[config.mk]
export PLATFORM = sky130hd
export DESIGN_NAME = xy_state_counter
export DESIGN_NICKNAME = d
export VERILOG_FILES = /design/src/rtl/xy_state_counter.sv
export SDC_FILE = /design/constraint.sdc
export NUM_CORES = 1
export LEC_CHECK = 0
export ABC_AREA = 1
export BUFFER_PORTS_ARGS = -buffer_cell sky130_fd_sc_hd__clkbuf_2
export CORE_UTILIZATION = 25
export DETAILED_ROUTE_END_ITERATION = 7
export HOLD_SLACK_MARGIN = 0.1
export PLACE_DENSITY = 0.39
export RECOVER_POWER = 25
export SKIP_CTS_REPAIR_TIMING = 1
export SLEW_MARGIN = 20
export SYNTH_ARGS = -nofsm -noshare
export SYNTH_HDL_FRONTEND = slang
export SYNTH_SLANG_ARGS = --single-unit
[constraint.sdc]
create_clock -name clock -period 1.62 [get_ports clock]
set_input_delay 0.243 -clock clock [delete_from_list [all_inputs] [get_ports clock]]
set_output_delay 0.243 -clock clock [all_outputs]
set_load 0.05 [all_outputs]
[src/rtl/xy_state_counter.sv]
// Up/down counter with an enable/direction FSM: one dead TURN cycle per
// direction reversal, wrap or saturate at 0 / MAX_COUNT.
module xy_state_counter #(
  parameter int unsigned WIDTH     = 4,
  parameter int unsigned MAX_COUNT = 9,
  parameter int unsigned SATURATE  = 0
) (
  input  logic             clock,
  input  logic             reset,
  input  logic             x,
  input  logic             y,
  input  logic             clear,
  output logic [WIDTH-1:0] state,
  output logic [1:0]       mode,
  output logic             at_max,
  output logic             at_min,
  output logic             wrap
);

  localparam logic [WIDTH-1:0] MAX_VAL = WIDTH'(MAX_COUNT);
  localparam logic [WIDTH-1:0] ONE     = WIDTH'(1);

  typedef enum logic [1:0] {
    IDLE = 2'b00,
    UP   = 2'b01,
    DOWN = 2'b10,
    TURN = 2'b11
  } mode_t;

  mode_t            mode_q, mode_d;
  logic [WIDTH-1:0] count_q, count_d;
  logic             wrap_q, wrap_d;
  logic             inc, dec;

  // State register
  always_ff @(posedge clock or negedge reset) begin
    if (!reset) begin
      mode_q  <= IDLE;
      count_q <= '0;
      wrap_q  <= 1'b0;
    end else begin
      mode_q  <= mode_d;
      count_q <= count_d;
      wrap_q  <= wrap_d;
    end
  end

  // Next-state and count update
  always_comb begin
    mode_d  = mode_q;
    count_d = count_q;
    wrap_d  = 1'b0;
    inc     = 1'b0;
    dec     = 1'b0;

    if (clear) begin
      mode_d  = IDLE;
      count_d = '0;
    end else begin
      unique case (mode_q)
        IDLE: begin
          if (x) begin
            if (!y) begin
              mode_d = UP;
              inc    = 1'b1;
            end else begin
              mode_d = DOWN;
              dec    = 1'b1;
            end
          end
        end
        UP: begin
          if (!x)      mode_d = IDLE;
          else if (!y) inc    = 1'b1;
          else         mode_d = TURN;
        end
        DOWN: begin
          if (!x)     mode_d = IDLE;
          else if (y) dec    = 1'b1;
          else        mode_d = TURN;
        end
        TURN: begin
          if (!x) begin
            mode_d = IDLE;
          end else if (!y) begin
            mode_d = UP;
            inc    = 1'b1;
          end else begin
            mode_d = DOWN;
            dec    = 1'b1;
          end
        end
        default: mode_d = IDLE;
      endcase

      // Limit handling: wrap pulses only when the count actually rolls over
      if (inc) begin
        if (count_q >= MAX_VAL) begin
          if (SATURATE != 0) begin
            count_d = MAX_VAL;
          end else begin
            count_d = '0;
            wrap_d  = 1'b1;
          end
        end else begin
          count_d = count_q + ONE;
        end
      end else if (dec) begin
        if (count_q == '0) begin
          if (SATURATE == 0) begin
            count_d = MAX_VAL;
            wrap_d  = 1'b1;
          end
        end else begin
          count_d = count_q - ONE;
        end
      end
    end
  end

  assign state  = count_q;
  assign mode   = mode_q;
  assign wrap   = wrap_q;
  assign at_max = (count_q == MAX_VAL);
  assign at_min = (count_q == '0);

endmodule

==> metrics.txt <==
RSZ-0062 raised after global routing no; GR Overflow Total 0; post-route ant nets 0; Tmin final around 1500 ps; crit start category flip-flop; number of global-route vias before repair 631; Primary FF master, synth dfrtp_1; hold depth 2; Fill cells 278; Async SR Flop Fraction 100%; Arr. time, crit path between 1000 and 1500 ps; crit-path max FO 6; Slew Limit Fails 0; Remaining DRCs 0; routed vias approximately 700; max_cap viols 0; WL/cell 10.7 µm; Clock Tree Buf Depth 2; worst skew pair latency around 250 ps; Int Pwr just under 0.7 mW; gpl congestion roughly 0.77; Reg clk slew, reported paths approximately 50 ps; top-count cell post-synth nand2_1; syn_nets ~120; Post-synth EDFFs 0; Die Y 54.2 µm; type of the worst min-delay path in -> reg; share of layout cells above drive strength 1 31.0%; drt total wl about 1.7 mm; Seq pwr share about a fifth; Worst Hold Launch clear; die width between 50 and 60 µm; FF+latch count, synth 7; run status complete, no violations; largest net degree at the start of global routing 9; Sw Share between 50 and 60%; first-pass GRT wire length 2.63 mm; Post-Syn Instances about 100; cell area after synthesis ~700 µm²; clock share of power approximately 11%; Avg Cell Area, Syn 6.75 µm²; Req. time, crit path ~1400 ps; DP HPWL 1.33 mm; Ports 14; Synth top area share between 20% and 30%; die footprint between 2000 and 3000 µm²; worst hold slack between 200 and 250 ps; CP Capture Type primary output; Area Overhead vs Synth 35.8%; Hold EP wrap$_DFF_PN0_; fin cells approximately 160; Static Leak roughly 0.5 nW; Max Fclk between 0.6 and 0.7 GHz; Seq/Total Area, Yosys between 20% and 30%; initial antenna violation count 0; clock root buffer clkbuf_4; IO Port Bufs 13; clock skew about 3.0 ps; clk sinks 7; Yosys Warn Count 0; synth unique cells 15; core box area ~2500 µm²; area post-placement between 800 and 900 µm²; FP Rows 18; final instance area 926 µm²; Starting Density between 20% and 30%; Post-Place Cells about 150; drt pass-1 iters 2; largest area contributor in the synthesized netlist dfrtp_1; final setup fails 0; Tightest Pin Transition 377 ps; CTS tree yes; ANT cells 0; critical path type reg -> out; largest cells by area after synthesis dfrtp_1 26%, nand2_1 19%, ha_1 17%; DRT iter0 DRCs 3; most instantiated cells after synthesis 35 x nand2_1, 19 x nand3_1, 16 x inv_1, 9 x ha_1, 7 x dfrtp_1; final hold vios 0; power per standard cell area approximately 1600 nW/µm²; Final period util approximately 95%; VDD IR max just over 0.0007 V; R2R Path Start mode[0]$_DFFE_PN0P_; Combinational Power Share 70.5%; Via density 4.48; flop2flop setup slack between 100 and 150 ps; Switch Pwr around 0.77 mW; GRT Util Overall around 13%; TNS Setup 0 ps; Util after Layout 36.7%; cts bufs inserted 3; RR Endpoint state[1]$_DFFE_PN0P_; worst rel slew slack about three quarters; Nets approximately 140; CTS H-tree depth 1; Reg2Reg Depth 7
==> logic make-up (layout without fill, tap and decap cells) <==
family / after synthesis / count (layout) / share of synthesized area (%)
adders and majority gates: 9 / 9 / 16.5
buffers and inverters: 19 / 44 / 11.6
AOI/OAI and AO/OA: 4 / 4 / 2.93
DFF: 7 / 7 / 25.7
and+or+nand+nor: 62 / 62 / 43.3
==> worst max-delay path, cell delays in order, from the launching register on <==
cell	delay, ps
dfrtp_2	400
buf_4	160
ha_1	200
inv_2	90
nor3_4	40
buf_6	150
==> sequential cells by signal, indices dropped and copies added, names as in the netlist <==
name	flops
state	4
mode	2
wrap	1
==> metal layers <==
layer,share of wire (%),up-vias,track usage (%)
met4,0,0,1.28
met5,0,-,0
met2,52,14,23.4
li1,-,373,-
met1,43,312,13.6
met3,4.5,0,4.72
==> power groups by stage <==
| stage | Combinational, mW | Sequential [mW] | Clock (mW) |
|---|---|---|---|
| 3_3_place_gp | 0.916 | 0.276 | 0 |
| 2_1_floorplan | 0.493 | 0.452 | 0 |
| 5_1_grt | 1.12 | 0.276 | 0.178 |
| 6_report | 1.02 | 0.271 | 0.157 |
| 4_1_cts | 0.902 | 0.276 | 0.164 |
| 3_5_place_dp | 0.900 | 0.276 | 0 |
==> how the worst max path moves through the flow <==
stage,depth (start not counted),from,slack [ps],to
2_1_floorplan,8,state[0]$_DFFE_PN0P_,2,state[0]$_DFFE_PN0P_
3_3_place_gp,7,mode[0]$_DFFE_PN0P_,140,state[1]$_DFFE_PN0P_
3_5_place_dp,7,mode[0]$_DFFE_PN0P_,150,state[1]$_DFFE_PN0P_
4_1_cts,5,state[1]$_DFFE_PN0P_,-130,at_min
5_1_grt,5,state[1]$_DFFE_PN0P_,1,at_max
6_report,5,state[0]$_DFFE_PN0P_,80,at_max
==> layout by cell type (no fill, tap or decap) <==
master and instances:
nand2_1 35, nand3_1 19, inv_1 12, clkbuf_2 10, ha_1 8, buf_4 8, inv_2 5, dfrtp_2 5
a21oi_1 3, clkbuf_4 3, nand3_4 2, nor3_4 2, nor2_1 2, nand4_1 2, clkbuf_1 2, dfrtp_1 2
clkinvlp_4 1, o21ai_0 1, ha_4 1, dlygate4sd3_1 1, buf_6 1, buf_8 1
==> stage by stage <==
step                      worst slack [ps]  total power, mW
final                                 83.6             1.45
after global routing                  1.23             1.58
after CTS                             -133             1.34
after detailed placement               147             1.18
after global placement                 138             1.19
after floorplan                       2.10            0.945
==> cell type report <==
| cell class | instances | area [µm²] | share of cell area (%) |
|---|---|---|---|
| Clock buffer | 4 | 26.3 | 2.84 |
| Inverter | 18 | 71.3 | 7.70 |
| Multi-Input combinational cell | 75 | 459 | 49.6 |
| Sequential cell | 7 | 181 | 19.6 |
| Tap cell | 30 | 37.5 | 4.05 |
| Timing Repair Buffer | 22 | 150 | 16.2 |
Power figures use the tool's default switching activity.
